`src/rtl/fifo_pkg.sv`:
```
// Shared defaults and width helpers for the parameterised synchronous FIFO.
package fifo_pkg;

  localparam int DEF_DATA_W   = 8;
  localparam int DEF_DEPTH    = 16;
  localparam int DEF_AF_GAP   = 2;
  localparam int DEF_AE_LEVEL = 2;

  function automatic int ptr_w(input int depth);
    return $clog2(depth);
  endfunction

  // One extra bit so the count can represent a completely full FIFO.
  function automatic int cnt_w(input int depth);
    return $clog2(depth) + 1;
  endfunction

endpackage

```
`src/rtl/fifo_ram.sv`:
```
// Simple dual-port storage: one synchronous write port, one asynchronous read port.
module fifo_ram
  import fifo_pkg::*;
#(
  parameter int DATA_W = DEF_DATA_W,
  parameter int DEPTH  = DEF_DEPTH,
  parameter int AW     = ptr_w(DEF_DEPTH)
) (
  input  logic              clk,
  input  logic              we,
  input  logic [AW-1:0]     waddr,
  input  logic [DATA_W-1:0] wdata,
  input  logic [AW-1:0]     raddr,
  output logic [DATA_W-1:0] rdata
);

  logic [DATA_W-1:0] mem [DEPTH];

  always_ff @(posedge clk) begin
    if (we) mem[waddr] <= wdata;
  end

  assign rdata = mem[raddr];

endmodule

```
`src/rtl/sync_fifo_param.sv`:
```
// Synchronous FIFO with registered status flags and one-cycle error pulses.
// Define FIFO_FWFT_EN for first-word-fall-through output; default is 1-cycle registered read.
module sync_fifo_param
  import fifo_pkg::*;
#(
  parameter int DATA_W   = DEF_DATA_W,
  parameter int DEPTH    = DEF_DEPTH,
  parameter int AF_LEVEL = DEPTH - DEF_AF_GAP,
  parameter int AE_LEVEL = DEF_AE_LEVEL
) (
  input  logic                    clk,
  input  logic                    rst,
  input  logic [DATA_W-1:0]       din,
  input  logic                    write,
  input  logic                    read,
  output logic [DATA_W-1:0]       dout,
  output logic                    empty,
  output logic                    full,
  output logic                    almost_full,
  output logic                    almost_empty,
  output logic [cnt_w(DEPTH)-1:0] count,
  output logic                    overflow,
  output logic                    underflow
);

  localparam int PW = ptr_w(DEPTH);
  localparam int CW = cnt_w(DEPTH);

  logic [PW-1:0]     wr_ptr, rd_ptr, ram_raddr;
  logic [CW-1:0]     count_next;
  logic [DATA_W-1:0] ram_rdata, dout_next;
  logic              rd_ok, wr_ok;

  // A full FIFO can still take a write when a read frees a slot on the same edge.
  assign rd_ok = read && !empty;
  assign wr_ok = write && (!full || rd_ok);

`ifdef FIFO_FWFT_EN
  assign ram_raddr = rd_ptr + PW'(1);
`else
  assign ram_raddr = rd_ptr;
`endif

  fifo_ram #(
    .DATA_W (DATA_W),
    .DEPTH  (DEPTH),
    .AW     (PW)
  ) u_ram (
    .clk   (clk),
    .we    (wr_ok && rst),
    .waddr (wr_ptr),
    .wdata (din),
    .raddr (ram_raddr),
    .rdata (ram_rdata)
  );

  always_comb begin
    count_next = count;
    case ({wr_ok, rd_ok})
      2'b10:   count_next = count + CW'(1);
      2'b01:   count_next = count - CW'(1);
      default: count_next = count;
    endcase
  end

  // In FWFT mode dout tracks the head: the entry behind it on a read, or din when it becomes the head.
  always_comb begin
    dout_next = dout;
`ifdef FIFO_FWFT_EN
    if (rd_ok) begin
      if (count == CW'(1)) begin
        if (wr_ok) dout_next = din;
      end else begin
        dout_next = ram_rdata;
      end
    end else if (wr_ok && empty) begin
      dout_next = din;
    end
`else
    if (rd_ok) dout_next = ram_rdata;
`endif
  end

  always_ff @(posedge clk) begin
    if (!rst) begin
      wr_ptr       <= '0;
      rd_ptr       <= '0;
      count        <= '0;
      empty        <= 1'b1;
      full         <= 1'b0;
      almost_empty <= (AE_LEVEL >= 0);
      almost_full  <= (AF_LEVEL <= 0);
      overflow     <= 1'b0;
      underflow    <= 1'b0;
      dout         <= '0;
    end else begin
      if (wr_ok) wr_ptr <= wr_ptr + PW'(1);
      if (rd_ok) rd_ptr <= rd_ptr + PW'(1);
      count        <= count_next;
      empty        <= (count_next == '0);
      full         <= (count_next == CW'(DEPTH));
      almost_empty <= (int'(count_next) <= AE_LEVEL);
      almost_full  <= (int'(count_next) >= AF_LEVEL);
      overflow     <= write && !wr_ok;
      underflow    <= read && empty;
      dout         <= dout_next;
    end
  end

endmodule

```
`config.mk`:
```
export PLATFORM = sky130hd
export DESIGN_NAME = sync_fifo_param
export DESIGN_NICKNAME = d
export VERILOG_FILES = /design/src/rtl/fifo_pkg.sv /design/src/rtl/fifo_ram.sv /design/src/rtl/sync_fifo_param.sv
export SDC_FILE = /design/constraint.sdc
export NUM_CORES = 1
export LEC_CHECK = 0
export ABC_AREA = 1
export CORE_AREA = 3 3 104 106
export CTS_CLUSTER_DIAMETER = 200
export DETAILED_ROUTE_END_ITERATION = 8
export DIE_AREA = 0 0 107 109
export PLACE_DENSITY = 0.86
export SLEW_MARGIN = 0
export SYNTH_ARGS = -nofsm -noshare
export SYNTH_HDL_FRONTEND = slang
export SYNTH_SLANG_ARGS = --single-unit
```
`constraint.sdc`:
```
create_clock -name clk -period 5.76 [get_ports clk]
set_input_delay 0.864 -clock clk [delete_from_list [all_inputs] [get_ports clk]]
set_output_delay 0.864 -clock clk [all_outputs]
set_load 0.005 [all_outputs]
```
* Yosys cells after proc, flatten, opt, wreduce, memory -nomap -nowiden
Memories as Yosys holds them, arrays and structs flattened. A register that Yosys moved wholly into a read port is not among the register bits.
Cells that the tools add are included.
** Storage, ports and cells
- Bits in registers :: 19
- RAM bits :: 128
- Output and inout port bits :: 19
- Word-level logic and storage cells :: 33
- Memories :: 1
** Operators by class
- $add $sub $neg :: 4
- Magnitude comparators :: 2
- Equality and inequality tests :: 3
- Muxes and demuxes :: 3
- Reduce and logical (&&, ||, !) cells :: 11
** Memory list
- u_ram.mem :: depth 16, width 8, rd ports 1, clocked after Yosys merged registers in 1, write ports 1, line fifo_ram.sv:17 : logic [DATA_W-1:0] mem [DEPTH];
** Operators with widths (count)
- 5-bit one-hot mux with 2 select lines :: 1
- 4-bit by 1-bit adder with 4-bit output, second input constant :: 2
- 5-bit by 1-bit adder with 5-bit output, second input constant :: 1
- 5-bit == test, second input constant :: 1
- 5-bit by 4-bit >= comparator with 1-bit output, second input constant :: 1
- 5-bit by 2-bit <= comparator with 1-bit output, second input constant :: 1
- 1-bit logical AND :: 5
- 5-bit logical NOT :: 1
- 5-bit by 1-bit subtractor with 5-bit output, second input constant :: 1
- 1-bit logical NOT :: 4
- 2-bit by 1-bit == test with 1-bit output, second input constant :: 1
- 2-bit == test, second input constant :: 1
- 1-bit two-way mux :: 2
- 1-bit logical OR :: 1

* Longest topological paths before layout
Gate-level depths: netlist (run 1).
- Depth in word-level cells :: 7
- Gate-level depth with buffers :: 19
- Gate-level depth less buffers :: 19

* Modules after synthesis
A second synthesis (run 1) with hierarchy kept.
** Second synthesis, totals
- Cells, all modules :: 713
- Area, all modules :: 6851.6 µm²
** Modules (own cells, without submodules)
- fifo_ram :: instances 1, cells an instance 543, area each 5606.6 µm², seq. area each 3843.7 µm²
- sync_fifo_param :: instances 1, cells an instance 170, area each 1244.9 µm², seq. area each 540.5 µm²

* Worst setup path before layout (run 1)
Ideal clock, no wire load.
- Path kind :: input port to flip-flop
- From :: in read
- To :: reg empty
- Library setup time :: 0.071 ns
- Arrival time :: 2.583 ns
- Path slack :: 3.107 ns
- Stages on the path :: 17
- Path through :: nand2_1 -> inv_1 -> clkbuf_1 -> ha_1 -> nand2_1 -> inv_1 -> nor2_1 -> ha_1 -> inv_1 -> nand2_1 -> inv_1 -> nand2_1 -> nand2_1 -> nand2_1 -> o21ai_1 -> nand4_1 -> o21bai_1
** Between the ends
- Cells in the longest elaborated chain, start to end :: 6
** Ends and longest elaborated chain
- from (decl) :: line sync_fifo_param.sv:15 : input logic read,
- 1-bit logical AND * :: line sync_fifo_param.sv:35 : assign rd_ok = read && !empty;
- via rd_ok :: line sync_fifo_param.sv:32 : logic rd_ok, wr_ok;
- 1-bit logical OR :: line sync_fifo_param.sv:36 : assign wr_ok = write && (!full || rd_ok);
- 1-bit logical AND :: line sync_fifo_param.sv:36
- 2-bit by 1-bit == test with 1-bit output / 2-bit == test (equally long branches) :: line sync_fifo_param.sv:59 : case ({wr_ok, rd_ok})
- 5-bit one-hot mux with 2 select lines * :: line sync_fifo_param.sv:59
- 5-bit logical NOT * :: line sync_fifo_param.sv:100 : empty <= (count_next == '0);
- to (signal assigned) :: line sync_fifo_param.sv:100
- to (decl) :: line sync_fifo_param.sv:17 : output logic empty,
Mark *: on every way through the listed nets, which the timed path passes. The rest lies on a longest branch.
A chain may end at the register's enable or synchronous reset.

* Worst setup path after layout (run 1)
- From :: in rst
- To :: mem u_ram.mem[7][1] (netlist name) (enable)
** Between the ends
- Cells in the longest elaborated chain, start to end :: 3
** Ends and longest elaborated chain
- from (decl) :: line sync_fifo_param.sv:12 : input logic rst,
- 1-bit logical AND :: line sync_fifo_param.sv:50 : .we (wr_ok && rst),
- 1-bit two-way mux :: line fifo_ram.sv:20 : if (we) mem[waddr] <= wdata;
- 1-bit two-way mux (implied by the code) :: line fifo_ram.sv:20
- to (decl) :: line fifo_ram.sv:17
Every way passes these cells.

==> flow_summary.toml, run 1 <==
[setup_path]
r2r_start = "ram_raddr[1]"
path_common_cell = "nor2_1"
critPathCaptureType = "register"
reg2reg_slack_ps = 2870
critPathRequiredTime_ps = 5900
reg2reg_to = "dout[6]"
slowest_delay_ps = 750
path_class = "in -> reg"
worst_ep_arrival_time_ps = 3260
startpoint_type = "input pin"
critPathTopFamily = "simple AND/OR/NAND/NOR gates"
path_cells = "clkdlybuf4s50_1, inv_1, nor2_1, nand2_1, nor2_1"
reg2reg_depth = 8
path_buf_inv = 2
worstPathMaxFanout = 16
slowest_stage = "clkdlybuf4s50_1"

[synth]
yosysSeqAreaShare = 0.686
synth_seq_cells = 155
yosys.cell_types.count = 28
synthesis.nets = 603
synth_fa_ha_area_frac = 0.0157
synth-warning-count = 0
syn_inst = 583
synth-simple-area-share = 0.164
avgSynthCellArea_um2 = 11.0
synth.mux.area_fraction = 0
syn_area_um2 = 6390
synth_xor_area_frac = 0.00274
synth_compound_area_frac = 0.0877
synth_top_family_by_area = "simple AND/OR/NAND/NOR gates"

[sta]
tns_ps = 0
rsz0062_at_grt = "false"
finalMaxSlewViolations = 0
setup_slack_ps = 2640
finalHoldViolCount = 0
fin_skew_ps = 11.2
max_freq_ghz = 0.320
period_needed_ps = 3120
relSlewSlack = 0.104
setup_viol_count_final = 0
fin_crit_sh = 0.542
worst_pin_slew_ps = 1340

[placement]
place_inst = 719
dp_slack_ps = 2210
place_congestion = 0.917
port-buffer-count = 30
hpwl_mm = 8.49

[floorplan]
core.rowCount = 36
fp.dieW_um = 107
die_h_um = 109
die-area_um2 = 11700
core_um2 = 9860
initial_core_util = 0.648
num_io_pins = 31

[route]
drc = 0
firstDrtPassIters = 6
vias = 4510
drt-total-wl_mm = 14.3
wl_per_cell_um = 19.0
first_iter_violations = 694
antenna_left = 0
viasPerCell = 6.01

[clocking]
h-tree-depth = 4
cts_buffer_depth = 2
clk_latency_ps = 520
cts_tree = "done"
cts_resized = 0
cts_buffers = 17
cts_root_buffer = "clkbuf_8"
hold_buffers = 0
cts.sink_count = 155
path_clk_slew_ps = 70
cts_setup_buffers = 0

[grt]
grt_max_degree = 67
grt_antenna_before_repair = 0
grt_pass1_vias = 4262
grt_pass1_wl_mm = 22.9
track_usage = 0.265
overflow = 0

[outcome]
outcome = "finished, final reports clean"

[layout]
final_layout_size_suffix_gt1_frac = 0.0599
area_growth_pct = 13.8
num_antenna_cells = 0
fin_nets = 625
fin_cells = 751

[power]
switching_share = 0.281
ir_worst_vdd_mv = 0.194
p_clk_frac = 0.385
seq_power_share = 0.466
intPower_mw = 1.99
p_per_area_nw_per_um2 = 380
p_leak_nw = 2.67
comb_power_share = 0.149
switching_power_uw = 778

[run]
drv_cap = 0

[worst_hold_path]
holdCritStartpoint = "full"
hold_class = "reg -> reg"
hold_depth = 2
min_to = "overflow"
-- final cells by class --
cell class | count | area, µm²
multi-input cells | 368 | 1730
well taps | 133 | 166
clock inverters | 15 | 156
flip-flops and latches | 155 | 4390
repair buffers | 31 | 308
clock buffers | 17 | 414
inverters | 32 | 120
fillers | 618 | 2590
-- layer usage --
metal / GRT usage / vias up / wire, µm
li1: - / 2070 / -
met1: 0.349 / 2131 / 5660
met2: 0.423 / 271 / 6850
met3: 0.0787 / 38 / 1360
met4: 0.100 / 0 / 417
met5: 0 / - / 0
-- cells by family (layout without fill, tap and decap cells) --
group | after synthesis | in the layout
fa+ha+maj | 8 | 8
flops | 155 | 155
compound gates | 97 | 97
buf+inv | 60 | 95
simple gates | 261 | 261
xor+xnor | 2 | 2
-- metrics by stage --
| step | hold WS, ps | area (µm²) | power (mW) | utilization |
|---|---|---|---|---|
| floorplan | 444 | 6390 | 1.56 | - |
| global placement | 445 | 6710 | 1.69 | 0.680 |
| detailed placement | 459 | 6710 | 1.71 | 0.680 |
| CTS | 467 | 7280 | 2.76 | 0.738 |
| global route | 503 | 7280 | 2.88 | 0.738 |
| finish | 464 | 7280 | 2.76 | 0.738 |
-- sequential cells by signal (all words and copies together) (netlist names), 4 cells and up --
signal	count
wr_ptr	4
u_ram.mem	128
ram_raddr	4
count	5
dout	8
-- worst reg2reg max path, stage by stage, from the launching register on --
cell      delay [ps]
dfxtp_1         1220
inv_2            610
nor2_1           250
o21ai_1          110
o211ai_1         180
nand3_1          200
nand3_1          170
nand2_1           70
inv_1             50
-- cells in the final DEF, fill, tap and decap left out, types with 2 or more instances in the layout --
cell type / n
a21oi_1: 23
clkbuf_16: 16
clkdlybuf4s50_1: 30
clkinv_1: 2
clkinv_4: 4
dfxtp_1: 26
edfxtp_1: 128
ha_1: 8
inv_1: 29
inv_2: 2
inv_6: 4
inv_8: 4
nand2_1: 114
nand3_1: 39
nand4_1: 3
nor2_1: 101
o211ai_1: 8
o21ai_0: 34
o21ai_1: 14
o21bai_1: 2
o221ai_1: 8
o31ai_1: 8
-- cell usage after synthesis --
cell type,instances,area [µm²]
o21ai_1,14,70.1
o21bai_1,2,15.0
o221ai_1,8,70.1
nand3_2,1,10.0
o31ai_1,8,60.1
dfxtp_1,27,541
inv_1,29,109
buf_4,4,30.0
o21ai_0,34,170
buf_6,4,45.0
nand4_1,3,18.8
inv_2,2,7.51
buf_2,9,45.0
xor2_1,1,8.76
nand3_1,39,195
clkinv_1,1,3.75
nor2_1,101,379
nand3b_1,1,7.51
edfxtp_1,128,3840
o211ai_1,8,60.1
a21oi_1,23,115
ha_1,8,100
nor2_2,1,6.26
clkbuf_1,10,37.5
nor3_1,1,5.00
xnor2_1,1,8.76
nand2_1,114,428
clkbuf_2,1,5.00
-- worst max path at each step --
stage | start | end | slack [ps] | depth (start not counted)
after floorplan | read | empty | 3110 | 17
after global placement | read | empty | 2360 | 17
after detailed placement | read | empty | 2210 | 17
after CTS | read | almost_full | 2730 | 14
after global routing | read | almost_full | 2260 | 14
final | rst | u_ram.mem[7][1] | 2640 | 5
-- power by group through the flow --
stage | combinational (mW) | sequential, mW | clock, mW
CTS | 0.406 | 1.29 | 1.07
floorplan | 0.267 | 1.30 | 0
global placement | 0.381 | 1.31 | 0
finish | 0.411 | 1.29 | 1.06
global route | 0.462 | 1.29 | 1.13
detailed placement | 0.399 | 1.31 | 0
No activity file was read; power rests on OpenSTA's default activity.
==> inputs of run 2 (changes only) <==
Settings changed: CORE_AREA 3 3 104 106 to 3 3 108 110, DIE_AREA 0 0 107 109 to 0 0 111 113, PLACE_DENSITY 0.86 to 0.81.
Clock period 5.76 ns to 3.04 ns, I/O delays scaled along.
==> run 2 against run 1 <==
Effect of this change:
- core utilization shrank 5.0 points
- cell area rose by 2.1%
- critical path depth grew 13
- highest routed layer unchanged
==> flow_summary.toml, run 2 (synthesis results as in run 1) <==
[worst_hold_path]
hold_class = "reg -> reg"
holdCritStartpoint = "empty"

[sta]
finalMaxSlewViolations = 0
period_needed_ps = 2480
fin_crit_sh = 0.816
fin_skew_ps = 6.15
max_freq_ghz = 0.403
finalHoldViolCount = 0
rsz0062_at_grt = "false"
relSlewSlack = 0.274
setup_slack_ps = 559
setup_viol_count_final = 0
worst_pin_slew_ps = 1090
tns_ps = 0

[floorplan]
fp.dieW_um = 111
die_h_um = 113
die-area_um2 = 12500
num_io_pins = 31
initial_core_util = 0.593
core.rowCount = 38
core_um2 = 10800

[setup_path]
critPathRequiredTime_ps = 3500
critPathCaptureType = "register"
startpoint_type = "register"
path_class = "reg -> reg"
timing.critical_path.from = "empty"
worstPathMaxFanout = 7
worst_ep_arrival_time_ps = 2940
r2r_start = "empty"

[layout]
final_layout_size_suffix_gt1_frac = 0.0879
num_antenna_cells = 0
fin_nets = 644
area_growth_pct = 16.2
reg_top3 = "u_ram.mem x128, dout x8, count x5"
mostFrequentLayoutCells = "edfxtp_1, nand2_1, nor2_1"
final_area_um2 = 7430
final_common_cell = "edfxtp_1"
top_register = "u_ram.mem"
postLayoutCoreUtil = 0.688
largest_reg_flops = 128

[clocking]
cts.sink_count = 155
cts_buffers = 17
hold_buffers = 0
cts_root_buffer = "clkbuf_8"
cts_resized = 0
cts_tree = "done"
cts_buffer_depth = 2
path_clk_slew_ps = 60
cts_setup_buffers = 0
clk_latency_ps = 530
h-tree-depth = 4

[route]
drt-total-wl_mm = 14.2
drc = 0
firstDrtPassIters = 5
wl_per_cell_um = 18.3
antenna_left = 0
vias = 4527
viasPerCell = 5.83
first_iter_violations = 517

[power]
p_clk_frac = 0.382
ir_worst_vdd_mv = 0.441
p_leak_nw = 2.78
comb_power_share = 0.153
intPower_mw = 3.81
seq_power_share = 0.466
p_per_area_nw_per_um2 = 700
switching_power_mw = 1.39
switching_share = 0.268

[placement]
place_congestion = 0.880
dp_slack_ps = 71.1
port-buffer-count = 30
dpl-instance-area_um2 = 6860
hpwl_mm = 8.82

[grt]
grt_use_met1 = 0.317
grt_pass1_wl_mm = 22.5
overflow = 0
use_met2 = 0.362
track_usage = 0.235
grt_max_degree = 67
grt_antenna_before_repair = 0
grt-busiest-layer = "met2"
met3_usage = 0.0540
grt_pass1_vias = 4311

[outcome]
outcome = "finished, final reports clean"

[run]
drv_cap = 0
-- run 2: final timing paths --
check | endpoint | slack (ps) | depth (start not counted)
hold reg to reg | underflow | 460 | 2
setup / recovery | empty | 560 | 18
setup reg to reg | empty | 560 | 18
hold / removal | underflow | 460 | 2
-- run 2: cell type report --
class	count	area (µm²)
Multi-Input combinational cell	368	1730
Timing Repair Buffer	50	450
Clock inverter	11	76.3
Fill cell	736	3360
Inverter	32	120
Clock buffer	21	493
Sequential cell	155	4390
Tap cell	140	175
-- run 2: per-layer routing --
metal / wire [µm] / up-vias
li1: - / 2105
met1: 6010 / 2167
met2: 6600 / 224
met3: 1180 / 31
met4: 435 / 0
met5: 0 / -
-- run 2: power by group through the flow --
stage                     registers (mW)  clock network (mW)  logic [mW]
after floorplan                     2.46                   0       0.506
after global placement              2.46                   0       0.746
after detailed placement            2.47                   0       0.780
after CTS                           2.42                2.00       0.789
after global routing                2.43                2.10       0.881
final                               2.42                1.99       0.793
-- run 2: stage by stage --
| step | std cells | total power, mW | hold slack (ps) |
|---|---|---|---|
| global placement | 745 | 3.21 | 455 |
| floorplan | 583 | 2.96 | 444 |
| finish | 777 | 5.20 | 465 |
| CTS | 777 | 5.21 | 466 |
| detailed placement | 745 | 3.24 | 458 |
| global route | 777 | 5.41 | 486 |
-- run 2: worst max-delay path, cell delays in order (launching register included) --
cell	delay (ps)
dfxtp_1	330
inv_1	60
nand2_1	130
nand2_1	100
nand2_1	190
ha_1	320
nand2_1	100
inv_1	80
nor2_1	60
ha_1	180
inv_1	70
nand2_1	90
inv_1	60
nand2_1	50
nand2_1	50
nand2_1	40
o21ai_1	180
nand4_1	170
o21bai_1	160
